==> src/rtl/pclk_div_pkg.sv <==
// rtl/pclk_div_pkg.sv - shared constants and ratio decoding for the pclk divider
package pclk_div_pkg;

    localparam int CNT_W   = 7;
    localparam int DIV_MAX = 128;

    // Maps a ratio string to its numeric divisor; 0 flags an unsupported value.
    function automatic int div_ratio(input string ratio);
        if (ratio == "X2")   return 2;
        if (ratio == "X4")   return 4;
        if (ratio == "X8")   return 8;
        if (ratio == "X16")  return 16;
        if (ratio == "X32")  return 32;
        if (ratio == "X64")  return 64;
        if (ratio == "X128") return DIV_MAX;
        return 0;
    endfunction

endpackage

==> src/rtl/pclk_div_sp.sv <==
// rtl/pclk_div_sp.sv - power-of-two clock divider with restart, optional tick/valid (PCLKDIV_TICK_EN)
module pclk_div_sp
    import pclk_div_pkg::*;
#(
    parameter string DIV_PCLKDIV = "X16"
) (
    input  logic             clk,
    input  logic             rst_n,
    input  logic             i_div_rst,
    output logic             o_clkout,
    output logic             o_tick,
    output logic             o_valid,
    output logic [CNT_W-1:0] o_phase
);

    localparam int               DIV_N    = div_ratio(DIV_PCLKDIV);
    localparam int               CLK_BIT  = (DIV_N > 1) ? $clog2(DIV_N) - 1 : 0;
    localparam logic [CNT_W-1:0] CNT_LAST = CNT_W'(DIV_N - 1);

    if (DIV_N == 0) begin : g_bad_ratio
        $error("pclk_div_sp: unsupported DIV_PCLKDIV value %s", DIV_PCLKDIV);
    end

    logic [CNT_W-1:0] cnt;
    logic             cnt_last;

    assign cnt_last = (cnt == CNT_LAST);

    always_ff @(posedge clk) begin
        if (!rst_n) begin
            cnt <= '0;
        end else if (i_div_rst) begin
            cnt <= '0;
        end else if (cnt_last) begin
            cnt <= '0;
        end else begin
            cnt <= cnt + 7'd1;
        end
    end

    // Output clock is a counter register bit, so it cannot glitch.
    assign o_clkout = cnt[CLK_BIT];
    assign o_phase  = cnt;

`ifdef PCLKDIV_TICK_EN
    logic tick_q;
    logic valid_q;

    always_ff @(posedge clk) begin
        if (!rst_n || i_div_rst) begin
            tick_q  <= 1'b0;
            valid_q <= 1'b0;
        end else begin
            tick_q  <= cnt_last;
            valid_q <= valid_q | cnt_last;
        end
    end

    assign o_tick  = tick_q;
    assign o_valid = valid_q;
`else
    logic out_en_q;

    // Without tick logic, valid only reflects that reset has been released.
    always_ff @(posedge clk) begin
        if (!rst_n) begin
            out_en_q <= 1'b0;
        end else begin
            out_en_q <= 1'b1;
        end
    end

    assign o_tick  = 1'b0;
    assign o_valid = out_en_q;
`endif

endmodule

==> config.mk <==
export PLATFORM = sky130hd
export DESIGN_NAME = pclk_div_sp
export DESIGN_NICKNAME = d
export VERILOG_FILES = /design/src/rtl/pclk_div_pkg.sv /design/src/rtl/pclk_div_sp.sv
export SDC_FILE = /design/constraint.sdc
export NUM_CORES = 1
export LEC_CHECK = 0
export BUFFER_PORTS_ARGS = -buffer_cell sky130_fd_sc_hd__clkbuf_2
export CORE_AREA = 4 4 41 43
export CTS_BUF_LIST = sky130_fd_sc_hd__clkbuf_8
export DETAILED_ROUTE_END_ITERATION = 6
export DIE_AREA = 0 0 45 47
export SETUP_SLACK_MARGIN = 0.05
export SLEW_MARGIN = 5
export SYNTH_ARGS = -nofsm -noshare
export SYNTH_HDL_FRONTEND = slang
export SYNTH_SLANG_ARGS = --single-unit
==> constraint.sdc <==
create_clock -name clk -period 1.75 [get_ports clk]
set_input_delay 0.0875 -clock clk [delete_from_list [all_inputs] [get_ports clk]]
set_output_delay 0.0875 -clock clk [all_outputs]
set_load 0.02 [all_outputs]
==> results_dict.tcl, run 1 <==
set metrics [dict create \
    root_buffer "clkbuf_8" \
    fmax_ghz 0.795 \
    synth_area_leaders "dfxtp_1 (50%), nand3_2 (6.3%), nor2_1 (5.9%)" \
    synthMostInstantiatedCell "dfxtp_1" \
    netSwitchingFraction_pct 19.9 \
    synthCells 34 \
    final_nets 53 \
    track_usage_pct 8.17 \
    yosysWarnings 0 \
    dp_cells 58 \
    stdcell_count 62 \
    synth_compound_area_share_pct 8.59 \
    cts_buffers 3 \
    synthArstFlopShare_pct 0 \
    startpoint_type "flop" \
    path_cells "ha_1 -> nand3_2 -> or3_1 -> a21oi_1" \
    rows 13 \
    synth.top_cell.area_share_pct 50.0 \
    synthMuxAreaShare_pct 0 \
    wl_per_cell_um 10.1 \
    hold_viol 0 \
    path_class "flop to flop" \
    yosys-top-cells-count "dfxtp_1 (8), nor2_1 (5), or3_1 (3)" \
    synthDistinctLibCells 15 \
    cts_sinks 8 \
    hp-class "primary input to flop" \
    start_util_pct 24.6 \
    max_stage_delay_ns 0.37 \
    grt_pass1_wl_mm 1.05 \
    fin_crit_sh_pct 71.8 \
    cts-htree-levels 1 \
    antenna_found_initial 0 \
    cts_tree "done" \
    rsz0062_at_grt "false" \
    fin_ws_ns 0.493 \
    vias 269 \
    first_pass_iters 2 \
    peakVddDrop_v 0.000403 \
    crit_family "simple AND/OR/NAND/NOR gates" \
    fin_area_um2 430 \
    setup-tns-final_ns 0 \
    fp.dieW_um 45 \
    drt-initial-drc-count 2 \
    status "finished clean" \
    p_sw_w 0.0000856 \
    synth_xor_area_share_pct 8.20 \
    maxCapViolCount 0 \
    grt_pass1_vias 233 \
    die_area_mm2 0.00212 \
    drc 0 \
    area.sequential_um2 160 \
    synth-seq-area-share_pct 50.0 \
    drt_wl_total_um 627 \
    drive_gt1_share_pct 34.0 \
    fin_worst_skew_ns 0.00294 \
    yosys.area_share.simple_pct 22.3 \
    viasPerCell 4.34 \
    synth_fa_ha_area_share_pct 3.91 \
    worstPathMaxFanout 4 \
    internal_power_w 0.000343 \
    finalMaxSlewViolations 0 \
    synth_edf_count 0 \
    synth_fp_nets 38 \
    dominantRegCellSynth "dfxtp_1" \
    die_h_um 47 \
    clkPwrFrac_pct 51.1 \
    syn2layout_area_growth_pct 34.4 \
    post-place-ws_ns 0.496 \
    post_cts_buffers 0 \
    grt_max_degree 6 \
    gp_congestion 0.658 \
    avgSynthCellArea_um2 9.42 \
    end_kind "flop" \
    postPlaceCellArea_um2 379 \
    port_buffers 11 \
    clkSlewWorstSetupHoldPaths_ns 0.04 \
    coreArea_mm2 0.00130 \
    crit_required_ns 1.91 \
    p_leak_nw 0.186 \
    p_per_area_mw_per_mm2 997 \
    crit_buf_inv 0 \
    arrival_ns 1.42 \
    synth_top_cell_by_area "dfxtp_1" \
    multiInputGateArea_um2 141 \
    antenna_cells 0 \
    ant_nets 0 \
    syn-cell-area_um2 320 \
    cpMaxStageDelayCell "dfxtp_1" \
    hold-worst-slack_ns 0.204 \
    overflow 0 \
    post-route-min-period_ns 1.26 \
    pwr-share-comb_pct 4.8 \
    fillers 150 \
    clock_tree.buffer_depth 2 \
    synth_top_family_by_area "simple AND/OR/NAND/NOR gates" \
    ys_ff_latch 8 \
    clkLatencyLatePin_ns 0.23 \
    ios 13 \
    p_seq_share_pct 44.1 \
    setup_viol 0 \
]
-- per-stage QoR --
step                utilization [%]  power, W
floorplan                         -  0.000206
global placement               29.1  0.000212
detailed placement             29.1  0.000211
CTS                            33.1  0.000438
global route                   33.1  0.000458
finish                         33.1  0.000429
-- worst register-to-register path, delay by kind of cell (launching register included) --
kind                     cells  cell delay, ns
AO/OA/AOI/OAI                1            0.14
flip-flops                   1            0.37
AND/OR/NAND/NOR              2            0.47
adder cells (fa/ha/maj)      1            0.21
-- layout make-up --
type / instances / share of cell area (%)
sequential: 8 / 37.2
multi-input combinational: 23 / 32.8
timing repair buffer: 12 / 15.1
clock buffer: 3 / 9.59
tap: 15 / 4.36
inverter: 1 / 0.872
-- cell usage in the layout, fill, tap and decap left out, drive strengths merged, types with 2 or more instances in the layout --
cell / netlist / routed
or3: 3 / 3
a21oi: 2 / 2
xor2: 2 / 2
o21ai: 2 / 2
nand2: 2 / 2
dfxtp: 8 / 8
nand3: 2 / 2
clkbuf: 0 / 14
nor2: 5 / 5
-- logic make-up after synthesis --
kind of cell	after synthesis
XOR/XNOR	3
flip-flops	8
buffers and inverters	3
AND/OR/NAND/NOR	13
adder cells (fa/ha/maj)	1
other	1
AO/OA/AOI/OAI	5
-- sequential cells by signal (all words and copies together), names as in the netlist --
name,cells
o_phase,7
o_valid,1
-- routing by layer --
metal	part of all wire, %	GRT usage (%)	up-vias	routed length (um)
li1	-	-	135	-
met1	42	8.74	119	266
met2	43	9.60	13	268
met3	13	7.28	2	80
met4	1.9	7.02	0	12
met5	0	0	-	0
-- power groups by stage --
stage / Sequential, W / Clock [W] / Combinational, W
final: 0.000189 / 0.000219 / 0.0000206
after global routing: 0.000190 / 0.000246 / 0.0000226
after CTS: 0.000189 / 0.000228 / 0.0000209
after detailed placement: 0.000192 / 0 / 0.0000192
after global placement: 0.000192 / 0 / 0.0000194
after floorplan: 0.000196 / 0 / 0.00000944
-- final timing paths --
| path | from | to | slack, ns | cells past startpoint |
|---|---|---|---|---|
| setup / recovery | o_phase[0] | o_phase[6] | 0.49 | 4 |
| hold / removal | i_div_rst | o_phase[6] | 0.20 | 3 |
| setup reg to reg | o_phase[0] | o_phase[6] | 0.49 | 4 |
| hold reg to reg | o_phase[0] | o_phase[0] | 0.46 | 1 |
-- what timing repair did --
item / in CTS / in global routing
endpoints found under the setup margin: 0 / 0
hold buffers: 1 / 0
gates resized for setup: 0 / 0
endpoints found under the hold margin: 1 / 0
Power figures use the tool's default switching activity.
==> run 2: changes to the inputs <==
--- a/config.mk
+++ b/config.mk
@@ -5,6 +5,7 @@
 export SDC_FILE = /design/constraint.sdc
 export NUM_CORES = 1
 export LEC_CHECK = 0
+export ABC_AREA = 1
 export BUFFER_PORTS_ARGS = -buffer_cell sky130_fd_sc_hd__clkbuf_2
 export CORE_AREA = 4 4 41 43
 export CTS_BUF_LIST = sky130_fd_sc_hd__clkbuf_8
==> constraint.sdc (replaced) <==
create_clock -name clk -period 1.1 [get_ports clk]
set_input_delay 0.055 -clock clk [delete_from_list [all_inputs] [get_ports clk]]
set_output_delay 0.055 -clock clk [all_outputs]
set_load 0.02 [all_outputs]
==> run 2 against run 1 <==
  * First-iteration DRC count rose to 3.5 times the previous value
  * Sequential share of layout area fell by 4.0 points
  * Sequential power up 59%
  * Clock power grew 66%
  * Cell count rose by 21%
  * Clock-buffer cell count unchanged
  * Die area stayed put
  * Worst setup slack got worse by 0.40 ns
  * Fmax up 25%
  * Critical path type unchanged
  * Highest routed layer is now met3
==> results_dict.tcl, run 2 <==
set metrics [dict create \
    rsz0062_at_grt "true" \
    synth_fp_nets 49 \
    path_class "flop to flop" \
    synth.top_cell.area_share_pct 44.3 \
    clkSlewWorstSetupHoldPaths_ns 0.04 \
    yosys-top-cells-count "dfxtp_1 (8), nor2_1 (8), nand2_1 (7)" \
    grt_max_degree 8 \
    vias 322 \
    antenna_found_initial 0 \
    synthArstFlopShare_pct 0 \
    synth_edf_count 0 \
    grt_pass1_vias 306 \
    min_path_cells 5 \
    most-common-layout-cells "clkbuf_2 (11), nor2_1 (8), inv_1 (7), nand2_1 (7), dfxtp_1 (4)" \
    max_stage_delay_ns 0.36 \
    ios 13 \
    viasPerCell 4.29 \
    status "finished clean" \
    drt-initial-drc-count 7 \
    p_seq_share_pct 42.7 \
    r2r_cells 4 \
    r2r_slack_ns 0.1 \
    final_nets 65 \
    synth_area_leaders "dfxtp_1 (44%), nor2_1 (8.3%), nand2_1 (7.3%)" \
    port_buffers 11 \
    fin_area_um2 513 \
    hp-start "i_div_rst" \
    die_area_mm2 0.00212 \
    worstPathMaxFanout 4 \
    track_usage_pct 8.95 \
    internal_power_w 0.000553 \
    gp_congestion 0.681 \
    startpoint_type "flop" \
    fmax_ghz 0.997 \
    largest_reg_flops 7 \
    clkPwrFrac_pct 51.8 \
    hold-worst-slack_ns 0.207 \
    use_met2_pct 11.9 \
    pwr-share-comb_pct 5.5 \
    fin_worst_skew_ns 0.000365 \
    drc 0 \
    drive_gt1_share_pct 38.3 \
    cts_sinks 8 \
    regToRegEndpoint "o_phase[4]" \
    yosysWarnings 0 \
    first_pass_iters 4 \
    p_leak_nw 0.217 \
    multiInputGateArea_um2 184 \
    cts_tree "done" \
    avgSynthCellArea_um2 8.04 \
    wl_per_cell_um 9.44 \
    cpMaxStageDelayCell "dfxtp_4" \
    root_buffer "clkbuf_8" \
    clkLatencyLatePin_ns 0.23 \
    area.sequential_um2 170 \
    arrival_ns 1.17 \
    post-route-min-period_ns 1.00 \
    crit_required_ns 1.27 \
    syn-cell-area_um2 362 \
    rows 13 \
    p_per_area_mw_per_mm2 1370 \
    dp.final_hpwl_um 516 \
    drt_wl_total_um 708 \
    dominantRegCellSynth "dfxtp_1" \
    p_sw_w 0.000149 \
    cts-htree-levels 1 \
    end_kind "flop" \
    hp-class "primary input to flop" \
    grt.busiest_layer "met2" \
    p_total_w 0.000702 \
    path_cells "ha_4 -> nand3_4 -> or2_1 -> a21oi_2" \
    fp.dieW_um 45 \
    hold_viol 0 \
    netSwitchingFraction_pct 21.2 \
    maxCapViolCount 0 \
    start_util_pct 27.8 \
    fillers 147 \
    cts_buffers 3 \
    synth_top_cell_by_area "dfxtp_1" \
    ys_ff_latch 8 \
    synthCells 45 \
    mostFrequentLayoutCell "clkbuf_2" \
    overflow 0 \
    synth-seq-area-share_pct 44.3 \
    antenna_cells 0 \
    synthDistinctLibCells 16 \
    coreArea_mm2 0.00130 \
    ant_nets 0 \
    use_met1_pct 10.3 \
    clock_tree.buffer_depth 2 \
    postPlaceCellArea_um2 443 \
    use_met3_pct 7.66 \
    syn2layout_area_growth_pct 41.9 \
    finalMaxSlewViolations 0 \
    setup-tns-final_ns 0 \
    hold_path_end "o_phase[2]" \
    setup_viol 0 \
    die_h_um 47 \
    peakVddDrop_v 0.000783 \
    fin_crit_sh_pct 91.2 \
    rr_startpoint "o_phase[1]" \
    grt_pass1_wl_mm 1.28 \
]
-- run 2: cell count changes after synthesis --
| cell | before | now |
|---|---|---|
| or2_0 | 0 | 1 |
| nor2_1 | 5 | 8 |
| nand3_1 | 0 | 3 |
| or3_1 | 3 | 0 |
| o21bai_4 | 0 | 1 |
| nand3_2 | 2 | 1 |
| nand2_1 | 2 | 7 |
| a21oi_2 | 0 | 1 |
| o21bai_1 | 1 | 0 |
| nand2b_1 | 1 | 0 |
| a21oi_1 | 2 | 1 |
| xor2_1 | 2 | 1 |
| inv_1 | 1 | 6 |
-- run 2: cells by family (layout without fill, tap and decap cells) --
logic type / Yosys count / after routing / share of synthesized area, %
DFF: 8 / 8 / 44.3
adders and majority gates: 1 / 1 / 3.46
xor gates and xnor gates: 2 / 2 / 4.85
AOI/OAI and AO/OA: 5 / 5 / 11.8
other: 1 / 1 / 1.04
and+or+nand+nor: 20 / 20 / 24.2
buffers and inverters: 8 / 23 / 10.4
-- run 2: how the worst max path moves through the flow --
stage,start,endpoint,slack [ns],cells after the start
floorplan,o_phase[0],o_phase[4],0.08,4
global placement,o_phase[0],o_phase[6],0.09,4
detailed placement,o_phase[0],o_phase[3],0.08,4
CTS,o_phase[0],o_phase[3],0.08,4
global route,o_phase[1],o_phase[4],0.02,4
finish,o_phase[1],o_phase[4],0.1,4
-- run 2: routing by layer --
layer  vias to the layer above  wire length (um)
li1                        167                 -
met1                       140               326
met2                        15               296
met3                         0                85
met4                         0                 0
met5                         -                 0
-- run 2: power groups by stage --
stage,registers (W),clock network [W],logic (W)
6_report,0.000300,0.000364,0.0000384
5_1_grt,0.000300,0.000403,0.0000436
4_1_cts,0.000300,0.000379,0.0000381
3_5_place_dp,0.000305,0,0.0000354
3_3_place_gp,0.000305,0,0.0000347
2_1_floorplan,0.000312,0,0.0000193
-- run 2: area by class of cell --
type	instances	area share [%]
clock buffer	3	8.05
timing repair buffer	13	14.1
inverter	6	4.39
multi-input combinational	29	35.9
clock inverter	1	0.732
sequential	8	33.2
tap	15	3.66
-- run 2: repair_timing --
| action | 4_1_cts | 5_1_grt |
|---|---|---|
| endpoints found under the hold margin | 1 | 0 |
| endpoints found under the setup margin | 0 | 7 |
| hold buffers | 1 | 0 |
| resized for setup | 0 | 3 |
| setup buffers | 0 | 1 |
-- run 2: critical path: cells and delay by family, from the launching register on --
family                     cells  cell delay [ns]
AOI/OAI and AO/OA              1             0.11
adders and majority gates      1             0.16
DFF                            1             0.36
and+or+nand+nor                2             0.31
-- run 2: per-stage QoR --
step	util (%)	setup slack [ns]	std cells
final	39.4	0.0966	75
after global routing	39.4	0.0207	75
after CTS	38.3	0.0757	74
after detailed placement	34.0	0.0839	69
after global placement	34.0	0.0936	69
after floorplan	-	0.0795	45
==> run 3: changes to the inputs <==
--- a/config.mk
+++ b/config.mk
@@ -11,6 +11,7 @@
 export CTS_BUF_LIST = sky130_fd_sc_hd__clkbuf_8
 export DETAILED_ROUTE_END_ITERATION = 6
 export DIE_AREA = 0 0 45 47
+export PLACE_DENSITY_LB_ADDON = 0.25
 export SETUP_SLACK_MARGIN = 0.05
 export SLEW_MARGIN = 5
 export SYNTH_ARGS = -nofsm -noshare
==> run 3 against run 2 <==
  * Wire length grew 3.0%
  * Sequential share of layout area shrank 0.48 points
  * Critical path type unchanged
  * Utilization grew 0.58 points
  * Sequential power is essentially flat
  * Power grew 0.20%
  * Cell count grew 1.3%
  * Combinational power grew 13%
  * Register-to-register slack is essentially flat
  * Clock-buffer cell count is the same
  * Global-route usage shrank 0.17 points
==> results_dict.tcl, run 3 (synthesis gave the netlist of run 2 again) <==
set metrics [dict create \
    clkPwrFrac_pct 51.3 \
    rows 13 \
    hp-class "primary input to flop" \
    overflow 0 \
    drc 0 \
    port_buffers 11 \
    fp.dieW_um 45 \
    hold-worst-slack_ns 0.203 \
    vias 319 \
    gp_congestion 0.672 \
    end_kind "flop" \
    p_per_area_mw_per_mm2 1350 \
    clock_tree.buffer_depth 2 \
    track_usage_pct 8.79 \
    drt_wl_total_um 729 \
    dp.final_hpwl_um 509 \
    rsz0062_at_grt "true" \
    cts_tree "done" \
    r2r_cells 4 \
    p_sw_w 0.000147 \
    fmax_ghz 1.00 \
    p_seq_share_pct 42.5 \
    finalMaxSlewViolations 0 \
    ios 13 \
    largest_reg_flops 7 \
    use_met3_pct 3.83 \
    cts_buffers 3 \
    p_leak_nw 0.223 \
    startpoint_type "flop" \
    grt_pass1_wl_mm 1.20 \
    netSwitchingFraction_pct 21.0 \
    worstPathMaxFanout 4 \
    setup-tns-final_ns 0 \
    arrival_ns 1.16 \
    cts_sinks 8 \
    grt_pass1_vias 293 \
    syn2layout_area_growth_pct 43.9 \
    root_buffer "clkbuf_8" \
    first_pass_iters 3 \
    max_stage_delay_ns 0.36 \
    clkLatencyLatePin_ns 0.23 \
    clkSlewWorstSetupHoldPaths_ns 0.04 \
    maxCapViolCount 0 \
    die_h_um 47 \
    setup_viol 0 \
    post-route-min-period_ns 0.999 \
    most-common-layout-cells "clkbuf_2 (11), nor2_1 (8), inv_1 (7), nand2_1 (7), dfxtp_1 (4)" \
    hold_viol 0 \
    internal_power_w 0.000556 \
    fillers 142 \
    grt_max_degree 8 \
    cts-htree-levels 1 \
    mostFrequentLayoutCell "clkbuf_2" \
    drt-initial-drc-count 3 \
    min_path_cells 5 \
    grt.busiest_layer "met2" \
    start_util_pct 27.8 \
    fin_worst_skew_ns 0.00690 \
    antenna_found_initial 0 \
    drive_gt1_share_pct 39.3 \
    fin_crit_sh_pct 90.8 \
    coreArea_mm2 0.00130 \
    status "finished clean" \
    pwr-share-comb_pct 6.1 \
    crit_required_ns 1.26 \
    antenna_cells 0 \
    peakVddDrop_v 0.000515 \
    die_area_mm2 0.00212 \
    use_met1_pct 9.15 \
    cpMaxStageDelayCell "dfxtp_4" \
    viasPerCell 4.20 \
    path_cells "ha_4 -> nand3_4 -> or2_1 -> a21oi_2" \
    ant_nets 0 \
    use_met2_pct 12.1 \
    final_nets 66 \
    wl_per_cell_um 9.59 \
    path_class "flop to flop" \
]
run 3: routing by layer:
metal | vias to the layer above | wire [um]
li1 | 170 | -
met1 | 131 | 305
met2 | 13 | 318
met3 | 5 | 70
met4 | 0 | 35
met5 | - | 0
run 3: power by group through the flow:
stage / registers (W) / logic [W] / clock network (W)
floorplan: 0.000312 / 0.0000193 / 0
global placement: 0.000305 / 0.0000350 / 0
detailed placement: 0.000305 / 0.0000352 / 0
CTS: 0.000299 / 0.0000436 / 0.000371
global route: 0.000300 / 0.0000487 / 0.000385
finish: 0.000299 / 0.0000432 / 0.000361
run 3: worst paths after layout:
check / start / end / slack, ns
min reg2reg: o_phase[4] / o_phase[4] / 0.52
max reg2reg: o_phase[1] / o_phase[4] / 0.10
max: o_phase[1] / o_phase[4] / 0.10
min: i_div_rst / o_phase[0] / 0.20
run 3: what timing repair did:
| item | in CTS | in global routing |
|---|---|---|
| endpoints found under the setup margin | 2 | 7 |
| gates resized for setup | 2 | 0 |
| pin swaps | 2 | 3 |
| setup buffers | 1 | 1 |
| hold endpoints to repair | 1 | 0 |
| hold buffers | 1 | 0 |
run 3: cell type report:
class	count	area (um^2)	area share [%]
Multi-Input combinational cell	29	184	35.3
Sequential cell	8	170	32.7
Timing Repair Buffer	14	80.1	15.4
Clock buffer	3	41.3	7.93
Inverter	6	22.5	4.33
Tap cell	15	18.8	3.61
Clock inverter	1	3.75	0.721
run 3: worst max-delay path, delay by kind of cell, from the launching register on:
kind	cells	cell delay (ns)
adder cells (fa/ha/maj)	1	0.15
flip-flops	1	0.36
AND/OR/NAND/NOR	2	0.31
AO/OA/AOI/OAI	1	0.11
run 3: per-stage QoR:
step / cell area [um^2] / setup WS, ns / std cells / util [%] / power [W]
floorplan: 384 / 0.0795 / 45 / - / 0.000331
global placement: 443 / 0.0931 / 69 / 34.0 / 0.000340
detailed placement: 443 / 0.0807 / 69 / 34.0 / 0.000341
CTS: 513 / 0.0517 / 75 / 39.4 / 0.000714
global route: 520 / 0.0319 / 76 / 40.0 / 0.000734
finish: 520 / 0.102 / 76 / 40.0 / 0.000704
